$ cat config.mk
export PLATFORM = sky130hd
export DESIGN_NAME = vga_timing_gen
export DESIGN_NICKNAME = d
export VERILOG_FILES = /design/src/rtl/vga_timing_gen.sv
export SDC_FILE = /design/constraint.sdc
export NUM_CORES = 1
export LEC_CHECK = 0
export BUFFER_PORTS_ARGS = -buffer_cell sky130_fd_sc_hd__buf_2
export CAP_MARGIN = 10
export CORE_MARGIN = 3
export CORE_UTILIZATION = 40
export CTS_CLUSTER_DIAMETER = 150
export DETAILED_ROUTE_END_ITERATION = 8
export PLACE_DENSITY = 0.74
export SYNTH_ARGS = -nofsm -noshare
export SYNTH_HDL_FRONTEND = slang
export SYNTH_SLANG_ARGS = --single-unit
$ cat constraint.sdc
create_clock -name Clk -period 2.4 [get_ports Clk]
set_input_delay 0.12 -clock Clk [delete_from_list [all_inputs] [get_ports Clk]]
set_output_delay 0.12 -clock Clk [all_outputs]
set_load 0.005 [all_outputs]
$ cat src/rtl/vga_timing_gen.sv
// ---------------------------------------------------------------------------
// vga_timing_gen
//   Raster timing source for the 640x480@60 display path. It runs from the
//   system clock and uses a pixel-rate enable instead of a derived clock. It
//   drives the DrawX/DrawY/blank/frame interface that the sprite and ROM
//   renderers sample, and it provides the per-frame tick that the motion
//   update logic uses as a clock enable.
//
//   Parameters
//     H_VISIBLE/H_FRONT/H_SYNC/H_BACK  horizontal timing, in pixels
//     V_VISIBLE/V_FRONT/V_SYNC/V_BACK  vertical timing, in lines
//     CLK_DIV                          Clk cycles per pixel, 1..4
//
//   Ports
//     Clk         in   system clock
//     Reset       in   synchronous, active-high reset
//     pixel_en    out  one-Clk pulse; counters advance on edges where it is 1
//     DrawX       out  current pixel column (10 bits)
//     DrawY       out  current line (10 bits)
//     blank       out  1 inside the visible region, 0 = drive black
//     hs          out  horizontal sync, active low
//     vs          out  vertical sync, active low
//     sync        out  composite sync, tied to 0
//     frame_tick  out  one-Clk pulse at the start of vertical blank
//     frame_cnt   out  16-bit frame counter
//
//   Build option
//     VGA_FRAME_COUNTER_EN  when defined, frame_cnt counts frame_tick pulses
//                           and wraps at 16 bits. When undefined, frame_cnt is
//                           a constant zero and no counter register exists.
// ---------------------------------------------------------------------------
module vga_timing_gen #(
  parameter int unsigned H_VISIBLE = 640,
  parameter int unsigned H_FRONT   = 16,
  parameter int unsigned H_SYNC    = 96,
  parameter int unsigned H_BACK    = 48,
  parameter int unsigned V_VISIBLE = 480,
  parameter int unsigned V_FRONT   = 10,
  parameter int unsigned V_SYNC    = 2,
  parameter int unsigned V_BACK    = 33,
  parameter int unsigned CLK_DIV   = 2
) (
  input  logic        Clk,
  input  logic        Reset,
  output logic        pixel_en,
  output logic [9:0]  DrawX,
  output logic [9:0]  DrawY,
  output logic        blank,
  output logic        hs,
  output logic        vs,
  output logic        sync,
  output logic        frame_tick,
  output logic [15:0] frame_cnt
);

  localparam int unsigned H_TOTAL = H_VISIBLE + H_FRONT + H_SYNC + H_BACK;
  localparam int unsigned V_TOTAL = V_VISIBLE + V_FRONT + V_SYNC + V_BACK;

  localparam logic [9:0] H_LAST     = 10'(H_TOTAL - 1);
  localparam logic [9:0] H_VIS_END  = 10'(H_VISIBLE);
  localparam logic [9:0] HS_START   = 10'(H_VISIBLE + H_FRONT);
  localparam logic [9:0] HS_END     = 10'(H_VISIBLE + H_FRONT + H_SYNC);

  localparam logic [9:0] V_LAST     = 10'(V_TOTAL - 1);
  localparam logic [9:0] V_VIS_END  = 10'(V_VISIBLE);
  localparam logic [9:0] V_VIS_LAST = 10'(V_VISIBLE - 1);
  localparam logic [9:0] VS_START   = 10'(V_VISIBLE + V_FRONT);
  localparam logic [9:0] VS_END     = 10'(V_VISIBLE + V_FRONT + V_SYNC);

  // Two bits cover the legal divide range of 1..4.
  localparam logic [1:0] DIV_LAST   = 2'(CLK_DIV - 1);

  logic [1:0] div_q, div_d;
  logic [9:0] hc_q,  hc_d;
  logic [9:0] vc_q,  vc_d;

  logic       pix_en;
  logic       line_end;

  // With CLK_DIV=1, DIV_LAST is 0, so div never leaves 0 and pix_en stays high.
  assign pix_en   = (div_q == DIV_LAST);
  assign line_end = (hc_q == H_LAST);

  always_comb begin
    div_d = div_q;
    hc_d  = hc_q;
    vc_d  = vc_q;

    if (pix_en) begin
      div_d = '0;
    end else begin
      div_d = div_q + 2'd1;
    end

    if (pix_en) begin
      if (line_end) begin
        hc_d = '0;
        if (vc_q == V_LAST) begin
          vc_d = '0;
        end else begin
          vc_d = vc_q + 10'd1;
        end
      end else begin
        hc_d = hc_q + 10'd1;
      end
    end
  end

  always_ff @(posedge Clk) begin
    if (Reset) begin
      div_q <= '0;
      hc_q  <= '0;
      vc_q  <= '0;
    end else begin
      div_q <= div_d;
      hc_q  <= hc_d;
      vc_q  <= vc_d;
    end
  end

  // Every decode below comes directly from the counter registers. This keeps
  // the syncs and blank in the same cycle as DrawX/DrawY.
  always_comb begin
    pixel_en   = pix_en;
    DrawX      = hc_q;
    DrawY      = vc_q;
    blank      = (hc_q < H_VIS_END) && (vc_q < V_VIS_END);
    hs         = !((hc_q >= HS_START) && (hc_q < HS_END));
    vs         = !((vc_q >= VS_START) && (vc_q < VS_END));
    sync       = 1'b0;
    // The tick fires on the edge that moves DrawY onto the first blank line.
    frame_tick = pix_en && line_end && (vc_q == V_VIS_LAST);
  end

`ifdef VGA_FRAME_COUNTER_EN
  logic [15:0] frame_cnt_q, frame_cnt_d;

  always_comb begin
    frame_cnt_d = frame_cnt_q;
    if (frame_tick) begin
      frame_cnt_d = frame_cnt_q + 16'd1;
    end
  end

  always_ff @(posedge Clk) begin
    if (Reset) begin
      frame_cnt_q <= '0;
    end else begin
      frame_cnt_q <= frame_cnt_d;
    end
  end

  assign frame_cnt = frame_cnt_q;
`else
  assign frame_cnt = '0;
`endif

endmodule

==> impl_metrics.ini <==
[sta]
post-route-period-util_pct = 87.50
finalMaxSlewViolations = 0
setup-tns-final_ns = 0
fin_skew_ns = 0.01034
fmax_mhz = 476.2
finalHoldViolCount = 0
relSlewSlack_pct = 58.05
setup_ws_ns = 0.3001
layout_min_cycle_time_ns = 2.100
tightest_slew_ns = 0.6259
finalHoldWorstSlack_ns = 0.1416
final-setup-viol-count = 0
rsz0062_at_grt = no

[global_routing]
grt_pass1_vias = 982
grt_max_degree = 15
grt_usage_pct = 13.62
antenna_found_initial = 0
grt_pass1_wl_mm = 4.519
grt_overflow = 0

[clock_tree]
cts_made_buffers = 3
htreeDepth = 1
path_clk_slew_ns = 0.13
insertion_delay_ns = 0.31
root_buffer = clkbuf_4
holdBufCountCts = 0
post-cts-setup-buffers = 0
cts-resized-gates = 0
cts_tree = built
clk_path_buf_depth = 2
cts_num_sinks = 22

[floorplan]
initial_core_util_pct = 42.44
num_rows = 20
ios = 44
die_x_um = 63.15
die_area_mm2 = 0.003987
die_y_um = 63.15
coreArea_mm2 = 0.003078

[synthesis]
synthCells = 159
ys_types = 34
yosysWarnings = 0
synth_area_mm2 = 0.001306
ys_ff_latch = 22
syn_area_per_cell_um2 = 8.215
async_reset_ff_share_pct = 0
synth_flop_cell = dfxtp_1
ys_seq_area_share_pct = 33.72
synth-edff-count = 0

[layout]
num_antenna_cells = 0
syn2layout_area_growth_pct = 11.11
layout_commonest_cell = buf_2
final_cell_mix = 26 x buf_2, 22 x dfxtp_1, 17 x conb_1
drive_gt1_share_pct = 19.23
fillers = 317
nets = 190

[route]
first_iter_violations = 82
drtAntennaViolNets = 0
drc = 0
wirelength_mm = 2.687
dr.pass1.iters = 4
vias = 1178
routedWlPerCell_um = 11.89
via_per_inst = 5.212

[setup_path]
r2r-end = DrawY[7]
critPathKind = flip-flop to primary output
required_ns = 2.28
cp-end-kind = primary output
path_max_fanout = 7
cp-start-kind = flip-flop
r2r_slack_ns = 0.43
crit_start = DrawX[0]
reg2reg_depth = 4
critPathArrivalTime_ns = 1.98
cp-endpoint = frame_tick
regToRegStartpoint = DrawX[5]

[power]
leakage_nw = 0.5702
max-vdd-ir-drop_mv = 0.2986
power_mw = 0.7228
p_per_area_mw_per_mm2 = 498.0

[placement]
pre_cts_ws_ns = 0.4396
hpwl_mm = 2.019
place.gp.congestion = 0.7908
io_buffers = 26

[run]
cap_violations = 0

[hold_path]
hp-class = primary input to flip-flop

[status]
outcome = completed
[sequential cells by signal, summed over array words and instances (netlist names)]
name,cells
DrawY,10
DrawX,10
div_q,2
[worst max-delay path, cell delays in order, from the launching register on]
cell and delay (ns):
dfxtp_1 0.44, ha_1 0.30, and3_1 0.26, nand3_1 0.23, nor4_1 0.30, buf_2 0.15
[kinds of logic (layout without fill, tap and decap cells)]
group / count (synthesis) / in the layout / synth area share (%)
simple gates: 75 / 75 / 32.38
buf+inv: 31 / 38 / 14.56
flops: 22 / 22 / 33.72
xor+xnor: 15 / 15 / 10.06
compound gates: 10 / 10 / 4.214
fa+ha+maj: 5 / 5 / 4.789
other cells: 1 / 17 / 0.2871
[cell type report]
cell class                      instances  area (µm²)  share of cell area [%]
Tap cell                               44       55.05                   3.793
Clock inverter                          1       30.03                   2.069
Multi-Input combinational cell        122       735.7                   50.69
Timing Repair Buffer                   28       145.1                   10.00
Clock buffer                            3       22.52                   1.552
Inverter                                6       22.52                   1.552
Sequential cell                        22       440.4                   30.34
[through the flow]
stage          cell area, µm²  utilization (%)  cells
6_report                 1451            47.15    226
5_1_grt                  1451            47.15    226
4_1_cts                  1451            47.15    226
3_5_place_dp             1399            45.45    222
3_3_place_gp             1399            45.45    222
2_1_floorplan            1366                -    175
[cells in the mapped netlist, types with 3 or more instances]
library cell,n,share of area (%)
nor2_1,12,3.4
dfxtp_1,22,34
ha_1,5,4.8
nor3_1,12,4.6
nor4_1,5,2.4
xnor2_1,9,6.0
nand3_1,9,3.4
clkbuf_1,4,1.1
buf_4,17,9.8
or3_1,4,1.9
nand2_1,7,2.0
xor2_1,6,4.0
inv_1,6,1.7
a21oi_1,5,1.9
nand4_1,13,6.2
o21ai_0,3,1.1
[how the worst min path moves through the flow]
stage / slack, ns / cells after the start / end / startpoint
global route: 0.14 / 2 / DrawX[6] / Reset
detailed placement: 0.42 / 1 / div_q[0] / div_q[0]
global placement: 0.42 / 1 / div_q[0] / div_q[0]
CTS: 0.13 / 2 / DrawX[4] / Reset
finish: 0.14 / 2 / DrawX[4] / Reset
floorplan: 0.20 / 1 / DrawX[9] / Reset
[metal layers]
| metal | up-vias | routed length [µm] | track usage [%] |
|---|---|---|---|
| li1 | 573 | - | - |
| met1 | 556 | 1238 | 18.02 |
| met2 | 45 | 1244 | 21.61 |
| met3 | 4 | 171 | 2.852 |
| met4 | 0 | 32 | 5.234 |
| met5 | - | 0 | 0 |
[power by group]
part           internal (mW)  total, mW  switching, mW  leakage (nW)
Clock                  0.169      0.281          0.112        0.0279
Combinational         0.0242     0.0585         0.0343         0.364
Sequential             0.375      0.384        0.00887         0.178
Total                  0.568      0.723          0.155         0.570
Note: power is estimated with default switching activity, not from simulation.
